File: config.mk
export PLATFORM = sky130hd
export DESIGN_NAME = control_sequencer
export DESIGN_NICKNAME = d
export VERILOG_FILES = /design/src/rtl/control_sequencer.sv
export SDC_FILE = /design/constraint.sdc
export NUM_CORES = 1
export LEC_CHECK = 0
export CORE_AREA = 10 10 47 49
export CTS_CLUSTER_SIZE = 30
export DETAILED_ROUTE_END_ITERATION = 8
export DIE_AREA = 0 0 57 59
export PLACE_DENSITY = 0.76
export RECOVER_POWER = 25
export SYNTH_ARGS = -nofsm -noshare
export SYNTH_HDL_FRONTEND = slang
export SYNTH_SLANG_ARGS = --single-unit
File: constraint.sdc
create_clock -name clk -period 2.8 [get_ports clk]
set_input_delay 0.56 -clock clk [delete_from_list [all_inputs] [get_ports clk]]
set_output_delay 0.56 -clock clk [all_outputs]
set_load 0.005 [all_outputs]
File: src/rtl/control_sequencer.sv
// Three-phase instruction sequencer with HALT, memory wait on loads and a
// bounded return-stack pointer whose faults halt the machine.
module control_sequencer #(
  parameter int SP_W     = 3,
  parameter bit MEM_WAIT = 1'b1
) (
  input  logic            clk,
  input  logic            rst,
  input  logic [3:0]      inst,
  input  logic            eq,
  input  logic            mem_ready,
  input  logic            run,
  output logic [2:0]      state,
  output logic            acc_load,
  output logic            e,
  output logic            wr_en,
  output logic            pc_load,
  output logic            pc_inc,
  output logic            push,
  output logic            pop,
  output logic [SP_W-1:0] sp,
  output logic            stk_err,
  output logic            halted
);

  typedef enum logic [2:0] {
    S_HALT  = 3'b000,
    S_FETCH = 3'b001,
    S_EXEC1 = 3'b010,
    S_EXEC2 = 3'b100
  } phase_e;

  phase_e          state_q, state_d;
  logic [SP_W-1:0] sp_q, sp_d;
  logic            stk_err_q, stk_err_d;

  logic op_jeq, op_sta, op_jmp, op_stp, op_lda, op_jms, op_bbl, op_ldr, op_load;
  logic full, empty, fault;

  assign op_jeq  = (inst[3:1] == 3'b000);
  assign op_sta  = (inst == 4'b0010);
  assign op_jmp  = (inst == 4'b0011);
  assign op_stp  = (inst == 4'b0100);
  assign op_lda  = (inst == 4'b0101);
  assign op_jms  = (inst == 4'b0110);
  assign op_bbl  = (inst == 4'b0111);
  assign op_ldr  = (inst == 4'b1101);
  assign op_load = op_lda | op_ldr;

  // The top stack slot is never used, so the pointer cannot wrap.
  assign full  = (sp_q == {SP_W{1'b1}});
  assign empty = (sp_q == {SP_W{1'b0}});
  assign fault = (op_jms & full) | (op_bbl & empty);

  always_comb begin
    state_d   = state_q;
    sp_d      = sp_q;
    stk_err_d = stk_err_q;
    acc_load  = 1'b0;
    e         = 1'b0;
    wr_en     = 1'b0;
    pc_load   = 1'b0;
    pc_inc    = 1'b0;
    push      = 1'b0;
    pop       = 1'b0;
    case (state_q)
      S_HALT: begin
        if (run) state_d = S_FETCH;
        else     state_d = S_HALT;
      end
      S_FETCH: begin
        e       = op_load;
        state_d = S_EXEC1;
      end
      S_EXEC1: begin
        e       = op_load;
        wr_en   = op_sta;
        push    = op_jms & ~full;
        pop     = op_bbl & ~empty;
        pc_load = op_jmp | (op_jeq & ~eq) | push | pop;
        pc_inc  = ~(op_stp | pc_load | fault);
        if (push)      sp_d = sp_q + SP_W'(1);
        else if (pop)  sp_d = sp_q - SP_W'(1);
        else           sp_d = sp_q;
        stk_err_d = stk_err_q | fault;
        if (op_stp | fault) state_d = S_HALT;
        else                state_d = S_EXEC2;
      end
      S_EXEC2: begin
        e = op_load;
        if (MEM_WAIT && op_load && !mem_ready) begin
          state_d = S_EXEC2;
        end else begin
          acc_load = op_load;
          state_d  = S_FETCH;
        end
      end
      default: state_d = S_FETCH;
    endcase
  end

  always_ff @(posedge clk) begin
    if (rst) begin
      state_q   <= S_FETCH;
      sp_q      <= {SP_W{1'b0}};
      stk_err_q <= 1'b0;
    end else begin
      state_q   <= state_d;
      sp_q      <= sp_d;
      stk_err_q <= stk_err_d;
    end
  end

  assign state   = state_q;
  assign sp      = sp_q;
  assign stk_err = stk_err_q;
  assign halted  = (state_q == S_HALT);

endmodule

# [After elaboration in Yosys (flattened, before gate mapping)]
# Cells that the tools add are included.
[classes] addsub=2 n_reduce_logical=8 mux=14 bitwise=18 eq_ne=11
[ops] cell="4-bit by 3-bit equality test with 1-bit output (second input constant)" n=4
[ops] cell="3-bit 2-to-1 mux" n=4
[ops] cell="3-bit case mux with 4 select lines" n=1
[ops] cell="3-bit logical NOT" n=3
[ops] cell="1-bit 2-to-1 mux" n=9
[ops] cell="1-bit bitwise OR" n=9
[ops] cell="4-bit by 2-bit equality test with 1-bit output (second input constant)" n=2
[ops] cell="3-bit equality test (second input constant)" n=2
[ops] cell="1-bit AND" n=5
[ops] cell="4-bit equality test (second input constant)" n=1
[ops] cell="1-bit NOT" n=4
[ops] cell="3-bit by 1-bit adder with 3-bit output (second input constant)" n=1
[ops] cell="3-bit by 1-bit equality test with 1-bit output (second input constant)" n=1
[ops] cell="3-bit by 2-bit equality test with 1-bit output (second input constant)" n=1
[ops] cell="3-bit OR reduction" n=1
[ops] cell="3-bit by 1-bit subtractor with 3-bit output (second input constant)" n=1
[ops] cell="2-bit AND reduction" n=1
[ops] cell="2-bit nonzero test" n=1
[ops] cell="1-bit logical AND" n=1
[ops] cell="1-bit logical NOT" n=1
[totals] wordCells=56 reg_bits=7 inputBits=9 output_inout_bits=15

# [Logic depth before layout (Yosys ltp)]
[depth] depth_word=9 ltp_mapped=6 mapped_depth_nobuf=6

# [Worst setup path after synthesis]
# OpenSTA, ideal clock, no wires.
[synth_path] kind="in2reg" start="input port inst[0]" end="register sp_q[2], in the netlist sp[2]" setup_time_ps=123 path_buffers=0 t_arrival_ps=1890 setup_slack_ps=787 stages=6 t_required_ps=2677 cell_sequence="nor3b_1 nand3_1 fa_1 nand3b_1 a21boi_1 mux2_1"
[synth_via] elab_chain_cells=4 elab_cells_between_ends=7 cone_classes="eq/ne (2); mux (1); bitwise (2); reduce/logical (2)"
[synth_lines] element="start, declared" line_no="9" source="input logic [3:0] inst,"
[synth_lines] element="4-bit by 3-bit equality test with 1-bit output (on tied branches)" line_no="45, 46"
[synth_lines] element="1-bit AND (on tied branches)" line_no="78, 79"
[synth_lines] element="2-bit nonzero test (no source line)"
[synth_lines] element="2-bit AND reduction (no source line)"
[synth_lines] element="end signal, assigned" line_no="105" source="sp_q <= {SP_W{1'b0}};"
[synth_lines] element="end signal, assigned" line_no="109" source="sp_q <= sp_d;"
[synth_lines] element="end, declared" line_no="34" source="logic [SP_W-1:0] sp_q, sp_d;"
# Several ways; a longest one is shown, not always the timed one.
# A chain may end at the register's enable or synchronous reset.

# [Worst setup path in the final report]
[layout_path] start="input port inst[0]" end="output port pc_inc"
[layout_via] elab_chain_cells=8 elab_cells_between_ends=16 cone_classes="eq/ne (4); mux (1); bitwise (11)"
[layout_lines] element="4-bit by 2-bit equality test with 1-bit output / 4-bit by 3-bit equality test with 1-bit output (equally long branches)" line_no="42, 45"
[layout_lines] element="1-bit bitwise OR / 1-bit AND (equally long branches)" line_no="80, 78"
[layout_lines] element="1-bit bitwise OR (2 in series)" line_no="80" source="pc_load = op_jmp | (op_jeq & ~eq) | push | pop;"
[layout_lines] element="1-bit bitwise OR" line_no="81" source="pc_inc = ~(op_stp | pc_load | fault);"
[layout_lines] element="1-bit bitwise OR *" line_no="81"
[layout_lines] element="1-bit NOT *" line_no="81"
[layout_lines] element="1-bit 2-to-1 mux *" line_no="66" source="case (state_q)"
[layout_lines] element="end, declared" line_no="18" source="output logic pc_inc,"
# Mark *: on every way between the ends. The rest lies on a longest branch, timed or not.

==> report_table.html <==
<table>
<tr><th>Metric</th><th>Value</th></tr>
<tr><th colspan="2">Run status</th></tr>
<tr><td>Status</td><td>complete, no violations</td></tr>
<tr><th colspan="2">Drt</th></tr>
<tr><td>1st-pass router iterations</td><td>3</td></tr>
<tr><td>Total number of vias</td><td>592</td></tr>
<tr><td>Initial DRC Count</td><td>4</td></tr>
<tr><td>Total routed wirelength</td><td>1500 um</td></tr>
<tr><td>Vias per std cell</td><td>5.19</td></tr>
<tr><td>Routed length per placed instance</td><td>13.2 um</td></tr>
<tr><td>DRC violations left</td><td>0</td></tr>
<tr><td>Antenna Violating Nets Remaining</td><td>0</td></tr>
<tr><th colspan="2">Place</th></tr>
<tr><td>Setup WS pre-CTS</td><td>-0.184 ns</td></tr>
<tr><td>Port-buffer cells</td><td>23</td></tr>
<tr><td>Placed cell count</td><td>108</td></tr>
<tr><td>Final HPWL from detailed placement</td><td>1150 um</td></tr>
<tr><td>Routability-driven placement congestion ratio</td><td>0.789</td></tr>
<tr><th colspan="2">Clock tree</th></tr>
<tr><td>CTS Root Buffer Type</td><td>sky130_fd_sc_hd__clkbuf_4</td></tr>
<tr><td>Clock tree from TritonCTS</td><td>done</td></tr>
<tr><td>CTS clk-pin slew, worst paths</td><td>0.05 ns</td></tr>
<tr><td>H-tree levels</td><td>1</td></tr>
<tr><td>Clock latency on the worst-skew pair</td><td>0.25 ns</td></tr>
<tr><td>Number of buffers created by CTS</td><td>3</td></tr>
<tr><td>Sinks on the clock net</td><td>7</td></tr>
<tr><td>Deepest clock path buffer count</td><td>2</td></tr>
<tr><th colspan="2">Timing</th></tr>
<tr><td>Rel. slew slack</td><td>0.781</td></tr>
<tr><td>Max Freq</td><td>0.371 GHz</td></tr>
<tr><td>Final Cycle Share</td><td>0.962</td></tr>
<tr><td>Pins over their slew limit</td><td>0</td></tr>
<tr><td>Final worst path period need</td><td>2.69 ns</td></tr>
<tr><td>Worst slew pin tran</td><td>0.328 ns</td></tr>
<tr><td>Count of final hold-check violations</td><td>0</td></tr>
<tr><td>Total setup violations reported at the end of the flow</td><td>0</td></tr>
<tr><td>Setup repair after global routing missed its margin</td><td>no</td></tr>
<tr><td>Post-layout worst setup margin</td><td>0.108 ns</td></tr>
<tr><td>Worst Clk Skew</td><td>0.000978 ns</td></tr>
<tr><td>Worst-case hold slack</td><td>0.491 ns</td></tr>
<tr><th colspan="2">Power</th></tr>
<tr><td>Leakage power summed over all cells</td><td>0.389 nW</td></tr>
<tr><td>Areal power density over the cells</td><td>318 nW/um2</td></tr>
<tr><td>Total power consumption of the routed design</td><td>0.280 mW</td></tr>
<tr><td>Worst ir drop on vdd</td><td>0.273 mV</td></tr>
<tr><th colspan="2">Floorplanning</th></tr>
<tr><td>Chip Width</td><td>57 um</td></tr>
<tr><td>Cell row count</td><td>14</td></tr>
<tr><td>Overall die area</td><td>3360 um2</td></tr>
<tr><td>Chip Height</td><td>59 um</td></tr>
<tr><td>Initial Util</td><td>0.371</td></tr>
<tr><td>I/O pin count</td><td>24</td></tr>
<tr><td>Core outline area</td><td>1400 um2</td></tr>
<tr><th colspan="2">Run</th></tr>
<tr><td>Max capacitance violation total</td><td>0</td></tr>
<tr><th colspan="2">Logic synthesis</th></tr>
<tr><td>Cell area after synthesis</td><td>520 um2</td></tr>
<tr><td>Flops &amp; latches, synth</td><td>7</td></tr>
<tr><td>Cell type with the highest aggregate area in the netlist</td><td>sky130_fd_sc_hd__dfxtp_1</td></tr>
<tr><td>Cell types with the largest area share after synthesis</td><td>sky130_fd_sc_hd__dfxtp_1 (27%), sky130_fd_sc_hd__nor2_1 (7.9%), sky130_fd_sc_hd__nand3b_1 (5.8%)</td></tr>
<tr><td>Async S/R FF share, synth</td><td>0</td></tr>
<tr><td>EDFF count, synth</td><td>0</td></tr>
<tr><td>Commonest cells in the netlist</td><td>sky130_fd_sc_hd__nor2_1 (11), sky130_fd_sc_hd__dfxtp_1 (7), sky130_fd_sc_hd__nand3b_1 (4)</td></tr>
<tr><td>Library cell with the highest instance count after synthesis</td><td>sky130_fd_sc_hd__nor2_1</td></tr>
<tr><td>Top-area cell type share of the netlist area</td><td>0.269</td></tr>
<tr><td>Number of distinct library cell variants in the gate-level netlist after synthesis</td><td>33</td></tr>
<tr><td>Sequential-to-total area share from yosys stat</td><td>0.269</td></tr>
<tr><td>Syn avg cell area</td><td>8.53 um2</td></tr>
<tr><td>Yosys synthesis warning count</td><td>0</td></tr>
<tr><td>Ys flop type</td><td>sky130_fd_sc_hd__dfxtp_1</td></tr>
<tr><td>Synthesized netlist net count</td><td>71</td></tr>
<tr><td>Post-synthesis cell count</td><td>61</td></tr>
<tr><th colspan="2">GRT</th></tr>
<tr><td>Initial antenna violation count</td><td>0</td></tr>
<tr><td>Aggregate global-route resource usage</td><td>0.0894</td></tr>
<tr><td>Total grt overflow</td><td>0</td></tr>
<tr><td>Pin count of the biggest net entering global routing</td><td>9</td></tr>
<tr><td>Global-route wire length before repair</td><td>2520 um</td></tr>
<tr><td>Number of global-route vias before repair</td><td>599</td></tr>
<tr><th colspan="2">Cells and area</th></tr>
<tr><td>Core utilization of the finished layout</td><td>0.628</td></tr>
<tr><td>Fill count</td><td>140</td></tr>
<tr><td>Final cell count without fillers</td><td>114</td></tr>
<tr><td>Syn-to-layout area delta</td><td>69.0%</td></tr>
<tr><td>Layout cell share with drive strength beyond 1</td><td>0.194</td></tr>
<tr><td>Number of nets at the end of the flow</td><td>109</td></tr>
<tr><td># diodes</td><td>0</td></tr>
<tr><th colspan="2">Critical path</th></tr>
<tr><td>Maximum fanout count along the critical path</td><td>4</td></tr>
<tr><td>Crit path arrival time</td><td>2.13 ns</td></tr>
<tr><td>FF-to-FF End</td><td>sp[2]</td></tr>
<tr><td>Crit Path Category</td><td>primary input to output port</td></tr>
<tr><td>Startpoint of the worst register-to-register path</td><td>state[1]</td></tr>
<tr><td>Endpoint type of the worst setup path</td><td>output port</td></tr>
<tr><td>Reg-to-reg slack, setup</td><td>0.92 ns</td></tr>
<tr><td>Setup crit start kind</td><td>primary input</td></tr>
<tr><td>Endpoint required time on the critical path</td><td>2.24 ns</td></tr>
<tr><td>Path depth of the worst reg2reg path</td><td>5</td></tr>
<tr><th colspan="2">Hold path</th></tr>
<tr><td>Min-Delay Endpoint</td><td>stk_err</td></tr>
<tr><td>Cell depth of the worst hold path</td><td>2</td></tr>
<tr><td>Hold wc startpoint</td><td>stk_err</td></tr>
<tr><td>Type of the tightest min-delay check</td><td>flip-flop to flip-flop</td></tr>
</table>
[cells in the final DEF (no fill, tap or decap), types with 2 or more instances in the layout]
cell,netlist,final
sky130_fd_sc_hd__a21oi_1,2,2
sky130_fd_sc_hd__and3_1,2,2
sky130_fd_sc_hd__buf_4,0,11
sky130_fd_sc_hd__clkbuf_1,0,2
sky130_fd_sc_hd__clkbuf_4,0,3
sky130_fd_sc_hd__clkdlybuf4s50_1,0,16
sky130_fd_sc_hd__dfxtp_1,7,7
sky130_fd_sc_hd__dlygate4sd3_1,0,3
sky130_fd_sc_hd__dlymetal6s2s_1,0,3
sky130_fd_sc_hd__inv_1,2,2
sky130_fd_sc_hd__nand3_1,2,2
sky130_fd_sc_hd__nand3b_1,4,4
sky130_fd_sc_hd__nor2_1,11,11
sky130_fd_sc_hd__nor2b_1,2,2
sky130_fd_sc_hd__nor3_1,2,2
sky130_fd_sc_hd__nor3b_1,2,2
sky130_fd_sc_hd__xnor2_1,2,2
[worst max path at each step]
stage	startpoint	slack (ns)	depth (start not counted)	to
2_1_floorplan	inst[0]	0.79	6	sp[2]
3_3_place_gp	inst[0]	-0.17	6	pc_inc
3_5_place_dp	inst[0]	-0.18	6	pc_inc
4_1_cts	inst[2]	0.03	6	pc_inc
5_1_grt	inst[0]	0.02	7	pc_inc
6_report	inst[0]	0.11	6	pc_inc
[layer usage]
metal	GRT usage	part of all wire	up-vias
met5	0	0	-
met4	0.0403	0.015	0
met3	0.0343	0.079	2
met2	0.160	0.49	15
met1	0.0903	0.42	279
li1	-	-	296
[power breakdown]
group | switching, mW | leakage [nW] | total [mW] | internal (mW)
registers | 0.00733 | 0.0571 | 0.112 | 0.104
clock network | 0.0366 | 0.0150 | 0.0909 | 0.0543
logic | 0.0296 | 0.317 | 0.0772 | 0.0476
[flip-flops by register name, summed over array words and instances (netlist names)]
signal	flops
sp	3
state	3
stk_err	1
[area by class of cell]
cell class,instances,area (um2),share of cell area
Clock buffer,4,26.3,0.0299
Inverter,2,7.51,0.00853
Tap cell,16,20.0,0.0228
Multi-Input combinational cell,50,363,0.413
Sequential cell,7,140,0.159
Timing Repair Buffer,35,323,0.367
[metrics by stage]
step / area [um2] / setup TNS (ns)
2_1_floorplan: 520 / 0
3_3_place_gp: 830 / -0.253
3_5_place_dp: 830 / -0.270
4_1_cts: 862 / 0
5_1_grt: 880 / 0
6_report: 880 / 0
[cells by family after synthesis]
| kind of cell | share of synthesized area |
|---|---|
| AND/OR/NAND/NOR | 0.411 |
| AO/OA/AOI/OAI | 0.161 |
| flip-flops | 0.269 |
| buffers and inverters | 0.0457 |
| XOR/XNOR | 0.0337 |
| multiplexers | 0.0409 |
| adder cells (fa/ha/maj) | 0.0385 |
[worst max-delay path: stages]
cell and delay, ns:
sky130_fd_sc_hd__dlygate4sd2_1 0.26, sky130_fd_sc_hd__nor4b_2 0.18, sky130_fd_sc_hd__a211o_1 0.31, sky130_fd_sc_hd__a31oi_2 0.18, sky130_fd_sc_hd__o21a_1 0.14, sky130_fd_sc_hd__clkdlybuf4s50_1 0.49
[repair_timing]
item / in CTS / in global routing
buffers inserted: 1 / 1
gates resized for setup: 1 / 4
hold endpoints to repair: 0 / 0
gates cloned: 0 / 0
hold buffers: 0 / 0
pin swaps: 1 / 1
endpoints found under the setup margin: 3 / 5
No activity file was read; power rests on OpenSTA's default activity.
